`config.mk`:
```
export PLATFORM = sky130hd
export DESIGN_NAME = id_hazard_controller
export DESIGN_NICKNAME = d
export VERILOG_FILES = /design/src/rtl/id_hazard_controller.sv
export SDC_FILE = /design/constraint.sdc
export NUM_CORES = 1
export LEC_CHECK = 0
export ABC_AREA = 1
export CAP_MARGIN = 20
export CORE_MARGIN = 1
export CORE_UTILIZATION = 25
export DETAILED_ROUTE_END_ITERATION = 16
export HOLD_SLACK_MARGIN = 0.12
export MAX_ROUTING_LAYER = met4
export SYNTH_ARGS = -nofsm -noshare
export SYNTH_HDL_FRONTEND = slang
export SYNTH_SLANG_ARGS = --single-unit
```
`constraint.sdc`:
```
create_clock -name clock -period 1.5 [get_ports clock]
set_input_delay 0.225 -clock clock [delete_from_list [all_inputs] [get_ports clock]]
set_output_delay 0.225 -clock clock [all_outputs]
set_load 0.01 [all_outputs]
```
`src/rtl/id_hazard_controller.sv`:
```
// id_hazard_controller: ID-stage hazard sequencing. Detects load-use and
// branch-operand hazards on the instruction in IF/ID, stalls PC and IF/ID,
// inserts an ID/EX bubble, flushes IF/ID on a taken branch or jump, and
// keeps saturating stall/flush event counters.
module id_hazard_controller #(
    parameter int REG_ADDR_W = 5,
    parameter int CNT_W      = 16
) (
    input  logic                  clock,
    input  logic                  reset_n,
    input  logic [31:0]           instr_if_id,
    input  logic                  id_is_branch,
    input  logic                  id_uses_rt,
    input  logic                  id_ex_mem_read,
    input  logic                  id_ex_reg_write,
    input  logic [REG_ADDR_W-1:0] id_ex_dest,
    input  logic                  ex_mem_mem_read,
    input  logic [REG_ADDR_W-1:0] ex_mem_dest,
    input  logic                  branch_taken,
    input  logic                  jump,
    output logic                  pc_write,
    output logic                  if_id_write,
    output logic                  if_id_flush,
    output logic                  id_ex_bubble,
    output logic                  stall_active,
    output logic [CNT_W-1:0]      stall_count,
    output logic [CNT_W-1:0]      flush_count
);

    typedef enum logic {
        RUN   = 1'b0,
        HOLD1 = 1'b1
    } state_t;

    localparam logic [CNT_W-1:0] CNT_MAX = '1;

    state_t                  state_q, state_d;
    logic [CNT_W-1:0]        stall_count_q, stall_count_d;
    logic [CNT_W-1:0]        flush_count_q, flush_count_d;

    logic [REG_ADDR_W-1:0]   rs, rt;
    logic                    m_ex, m_mem;
    logic                    hz_lu, hz_bl, hz_ba, hz_bm;
    logic                    stall, flush;
    logic                    unused_instr_bits;

    // Counter increment that sticks at all-ones instead of wrapping.
    function automatic logic [CNT_W-1:0] sat_inc(input logic [CNT_W-1:0] v,
                                                 input logic en);
        return (en && (v != CNT_MAX)) ? v + 1'b1 : v;
    endfunction

    assign rs = REG_ADDR_W'(instr_if_id[25:21]);
    assign rt = REG_ADDR_W'(instr_if_id[20:16]);
    assign unused_instr_bits = ^{instr_if_id[31:26], instr_if_id[15:0]};

    // Source/destination matching; register 0 is hardwired and never a hazard.
    always_comb begin
        m_ex  = (id_ex_dest != '0) &&
                ((id_ex_dest == rs) || ((id_ex_dest == rt) && id_uses_rt));
        m_mem = (ex_mem_dest != '0) &&
                ((ex_mem_dest == rs) || ((ex_mem_dest == rt) && id_uses_rt));
        hz_lu = id_ex_mem_read & m_ex;
        hz_bl = id_is_branch & id_ex_mem_read & m_ex;
        hz_ba = id_is_branch & id_ex_reg_write & ~id_ex_mem_read & m_ex;
        hz_bm = id_is_branch & ex_mem_mem_read & m_mem;
    end

    // Next state, Mealy stall/flush decision and counter next values.
    always_comb begin
        state_d = RUN;
        stall   = 1'b0;
        if (state_q == HOLD1) begin
            // Second cycle of a branch-after-load stall, regardless of inputs.
            stall   = 1'b1;
            state_d = RUN;
        end else begin
            stall   = hz_lu | hz_ba | hz_bm;
            state_d = hz_bl ? HOLD1 : RUN;
        end
        // Branch/jump redirects are ignored while stalled; both at once flush once.
        flush         = ~stall & ((branch_taken & id_is_branch) | jump);
        stall_count_d = sat_inc(stall_count_q, stall);
        flush_count_d = sat_inc(flush_count_q, flush);
    end

    // Output drive; reset forces the safe stalled/bubbling pattern immediately.
    always_comb begin
        pc_write     = ~stall;
        if_id_write  = ~stall;
        id_ex_bubble = stall;
        if_id_flush  = flush;
        if (!reset_n) begin
            pc_write     = 1'b0;
            if_id_write  = 1'b0;
            id_ex_bubble = 1'b1;
            if_id_flush  = 1'b0;
        end
        stall_active = ~pc_write;
    end

    assign stall_count = stall_count_q;
    assign flush_count = flush_count_q;

    // State and event counters.
    always_ff @(posedge clock or negedge reset_n) begin
        if (!reset_n) begin
            state_q       <= RUN;
            stall_count_q <= '0;
            flush_count_q <= '0;
        end else begin
            state_q       <= state_d;
            stall_count_q <= stall_count_d;
            flush_count_q <= flush_count_d;
        end
    end

endmodule
```
**After elaboration in Yosys (flattened, before gate mapping)**

Index checks and enable logic that the tools add are counted.

- Equal/unequal tests: 6
- Add/subtract/negate cells: 2
- Mux-type cells: 6
- Reduce and logical (&&, ||, !) cells: 10
- Bitwise operators: 16

Operator list:

| cell | number |
|---|---|
| adder 16 x 1 -> 16 bit (second input constant) | 2 |
| != test 16 bit (second input constant) | 2 |
| == test 5 bit | 4 |
| bitwise AND 1 bit | 10 |
| nonzero test 5 bit | 2 |
| logical AND 1 bit | 6 |
| two-way mux 1 bit | 6 |
| inverter 1 bit | 3 |
| OR 1 bit | 3 |
| logical OR 1 bit | 2 |

- Register bits after elaboration: 33
- Logic and storage cells: 43

**Depth between registers and ports, before layout**

- Depth after elaboration: 11
- Depth in mapped cells: 12
- Mapped depth without buffers: 11

**Worst setup path after synthesis**

Ideal clock, no wire load.

- Path kind: register -> register
- From: reg stall_count_q[0] (netlist: stall_count[0])
- To: reg stall_count_q[15] (netlist: stall_count[15])
- Cell stages (with the launch flop): 10
- Data arrival time: 1.575 ns
- Data required time: 1.383 ns
- Setup slack: -0.192 ns
- Period minus slack after synthesis: 1.692 ns
- Library setup time: 0.117 ns
- Buffers on the path: 1
- Cell sequence: dfrtp_1 ha_1 nand3_2 nor2_4 nand2_2 nor2_4 nand4_4 buf_2 nand3_1 nand2_1

- Longest elaborated chain between the ends: 2
- Elaborated cells between the ends (all ways): 3
- Classes of those cells: add/sub: 1; eq/ne: 1; reduce/logical: 1

RTL lines:

| what | RTL line | source |
|---|---|---|
| start: declaration | 38 | `logic [CNT_W-1:0] stall_count_q, stall_count_d;` |
| start signal: assignment | 113 | `stall_count_q <= stall_count_d;` |
| parallel branches: the longest is 2 deep, another holds adder 16 x 1 -> 16 bit | - |  |

Parallel ways; which one is timed is not known.
A chain may end at the register's enable or synchronous reset.

**Final worst setup path**

- From: reg flush_count_q[0] (netlist: flush_count[0])
- To: reg flush_count_q[11] (netlist: flush_count[11])

- Longest elaborated chain between the ends: 2
- Elaborated cells between the ends (all ways): 3
- Classes of those cells: add/sub: 1; eq/ne: 1; reduce/logical: 1

RTL lines:

| what | RTL line | source |
|---|---|---|
| start: declaration | 39 | `logic [CNT_W-1:0] flush_count_q, flush_count_d;` |
| start signal: assignment | 114 | `flush_count_q <= flush_count_d;` |
| parallel branches: the longest is 2 deep, another holds adder 16 x 1 -> 16 bit | - |  |

Parallel ways; which one is timed is not known.

==> results list <==
- Cell count after synthesis: 373
- Pin count of the biggest net entering global routing: 34
- In this run switching power makes up 35.5% of total power.
- Antenna diode count: 0
- Die X: 103 um
* Combinational share of power: 43.7%
- Total grt overflow: 0
- Worst endpoint required time: 1.68 ns
- Share of the cycle needed by the critical path after routing: 98.8%
- Of the total power, registers draw 35.1%.
* Clock period minus worst slack: 1.48 ns
- The first TritonRoute pass finished after 4 iterations.
* Post-synthesis average cell area: 6.79 um^2
- The multi-input combinational cells in the finished layout cover a total of 1710 um^2.
* Clock edge transition at the registers on the reported setup and hold paths: 0.07 ns
* Clock latency of the later-clocked register in the worst-skew pair: 0.28 ns
* Run status: finished, final reports clean
- Max_slew headroom: 71.5%
- Worst R2R End: flush_count[11]$_DFFE_PN0P_
* Floorplan die area: 10500 um^2
- FILL cells: 1017
- For the pin with the worst max-slew slack, the measured transition is 0.428 ns.
* Synthesized area: 2530 um^2
* Total internal power: 2.04 mW
- Final setup skew: 0.00217 ns
- The region available for standard cell placement spans 9770 um^2.
- The H-tree generated during clock tree synthesis spans 2 levels.
* Number of nets produced by synthesis: 426
- Placed cell count: 615
- In this run, the number of DRC markers left after iteration 0 of detailed routing was 92.
- Slew Limit Fails: 0
- Ratio of cells with drive above 1 in the final layout: 35.8%
- Relative contribution of the clock network to total power: 21.2%
* Worst hold slack: 0.433 ns
- STA classifies the critical path endpoint as a flop.
* Total Neg Setup Slack: 0 ns
- Chain of cells forming the critical path: ha_4 -> nand3_4 -> nor2_4 -> nand4_1 -> o21bai_2 -> inv_2 -> nand3_4 -> buf_4 -> nand2_1 -> nand2_1
- Mean routed wirelength per cell: 11.6 um
- GRT Total Usage: 15.3%
* Signed area change from the synthesized netlist to the final layout: 59.4%
- The path with the worst hold slack has its endpoint at state_q$_DFF_PN0_.
- Port buffer count: 65
- Maximum fanout encountered on the critical timing path: 4
* Count of synthesis-stage warnings from yosys: 0
- In this run the static leakage power is 2.13 nW.
- The synthesized netlist contains 26 unique library cells.
* Cells on Worst Hold Path: 5
- Number of endpoints with negative hold slack in the final report: 0
* Flop2flop setup slack: 0.02 ns
- Setup violation total in the final timing report: 0
- Synthesis inferred 33 register bits.
- Number of buffers inserted during clock tree synthesis: 5
- Power Total: 3.16 mW
* Switch Pwr: 1.12 mW
- In this run the cell area measured after placement is 3720 um^2.
* Number of maximum-capacitance violations: 0
- Setup repair after global routing missed its margin: true
* Design area: 4040 um^2
- Post-route DRC violation count: 0
* PD cells: 783 nW/um^2
* I/O pin cnt: 88
- The final layout contains 558 nets.
* Detailed-route vias per instance: 4.40
* Reg2Reg Launch Point: flush_count[0]$_DFFE_PN0P_
- In this run the remaining antenna-violating nets after routing total 0.
- The path class of the tightest hold or removal check is input pin to flop.
* Max Clk Rate: 675 MHz
- Among all stages on the critical path, the largest delay is contributed by dfrtp_2.
- GPL Wtd Cong: 0.971
- Vias after detailed routing: 2813
- The share of the Yosys chip area taken by registers is 32.6%.
* FF/Latch Area: 833 um^2
* TritonCTS clock tree: done
- Worst supply voltage drop on vdd: 0.324 mV
* # clock sinks: 33
* Crit-path max cell delay: 0.43 ns
- The tree is rooted in a clkbuf_8.
* Critical path type: flop to flop
- The initial antenna violation count is 0.
- Wire length of the first global-routing pass: 12.4 mm
* CTS Buffer Depth: 2
- STA classifies the critical path startpoint as a flop.
- Die height: 103 um
- Number of global-route vias before repair: 2744
- Floorplan row count: 36
- Summed over all layers, the routed wires come to 7.40 mm.
* Count of non-filler cells in the finished layout: 639
- At the worst endpoint, the arrival time is 1.66 ns.
- Min-Delay Startpoint: id_ex_dest[2]
* Initial core utilization: 25.9%
- The HPWL after detailed placement is 5.68 mm.
* R2R depth: 10
## critical path, delay by kind of cell, from the launching register on
family	cells	cell delay [ns]
flip-flops	1	0.43
AND/OR/NAND/NOR	6	0.44
adder cells (fa/ha/maj)	1	0.18
AO/OA/AOI/OAI	1	0.07
buffers and inverters	2	0.27
## metal layers
layer  vias up  GRT usage [%]  routed length, um
li1       1452              -                  -
met5         -              -                  0
met1      1285           18.9               3470
met3        11           1.76                253
met4         0           4.73                108
met2        65           26.0               3570
## cells by family (layout without fill, tap and decap cells)
kind of cell | count (synthesis) | in the layout | share of synthesized area (%)
xor+xnor | 30 | 30 | 10.4
simple gates | 254 | 254 | 45.9
buf+inv | 50 | 183 | 8.60
fa+ha+maj | 2 | 2 | 0.988
compound gates | 4 | 4 | 1.48
flops | 33 | 33 | 32.6
## flip-flops by register name, indices dropped and copies added (netlist names)
register     flops
flush_count     16
stall_count     16
state_q          1
## synthesized netlist by cell type (all sizes together)
master  instances  area share (%)
inv            41             6.1
o21ai           1            0.20
nand3          42             9.6
clkbuf          1            0.15
nand2         146              22
buf             8             2.4
nor2           34             5.9
o21bai          1            0.44
nor3           10             2.4
xnor2          11             3.8
ha              2            0.99
nand4          22             6.0
xor2           19             6.6
dfrtp          33              33
a21oi           2            0.84
## power groups by stage
stage	combinational (mW)	sequential, mW	clock (mW)
after floorplan	0.433	1.24	0
after global placement	1.23	1.13	0
after global routing	1.51	1.12	0.724
after detailed placement	1.24	1.13	0
final	1.38	1.11	0.670
after CTS	1.31	1.09	0.699
## stage by stage
step	setup WS (ns)	utilization, %
after CTS	-0.0491	39.9
after floorplan	-0.129	-
after global routing	-0.0774	41.3
after detailed placement	-0.875	38.1
after global placement	-0.847	38.1
final	0.0176	41.3
## what timing repair did
item | in CTS | in global routing
endpoints found under the setup margin | 63 | 42
hold buffers | 0 | 0
buffers inserted | 16 | 2
gates resized for setup | 138 | 61
pin swaps | 13 | 32
## how the worst max path moves through the flow
stage                                     startpoint                          end  slack (ns)  cells past startpoint
after floorplan           stall_count[1]$_DFFE_PN0P_  stall_count[15]$_DFFE_PN0P_       -0.13                      9
after global placement                ex_mem_dest[2]                  if_id_flush       -0.85                     11
after detailed placement              ex_mem_dest[2]                  if_id_flush       -0.88                     11
after CTS                            instr_if_id[24]                  if_id_flush       -0.05                     11
after global routing      stall_count[1]$_DFFE_PN0P_  stall_count[15]$_DFFE_PN0P_       -0.08                      9
final                     flush_count[0]$_DFFE_PN0P_  flush_count[11]$_DFFE_PN0P_        0.02                     10
## final cells by class
type	instances	share of cell area, %
inverter	41	3.81
timing repair buffer	134	27.0
tap	133	4.12
clock buffer	8	1.98
multi-input combinational	290	42.5
sequential	33	20.6
## placed cells by master, fill, tap and decap left out
master,Yosys,layout
buf_4,3,64
buf_2,3,14
o21ai_2,0,1
nand3_2,4,17
xor2_1,19,19
o21bai_2,1,1
xnor2_2,0,1
dfrtp_1,33,27
nor2_4,3,4
nand3_4,1,5
nand2_2,1,15
clkbuf_4,0,1
inv_1,35,22
dlygate4sd2_1,0,21
nor3_1,8,7
nor2_2,0,4
dfrtp_2,0,6
nor2_1,31,26
ha_4,0,2
nor3_2,2,3
nand2_4,1,1
dlymetal6s2s_1,0,5
nand2_8,0,1
buf_6,2,11
nand2_1,144,129
nand3_1,37,20
nand4_4,1,1
clkbuf_2,0,4
clkbuf_1,1,3
clkdlybuf4s50_1,0,14
clkbuf_8,0,5
inv_2,6,19
a21oi_1,1,1
nand4_1,21,21
xnor2_1,11,10
a21oi_4,1,1
No activity file was read; power rests on OpenSTA's default activity.
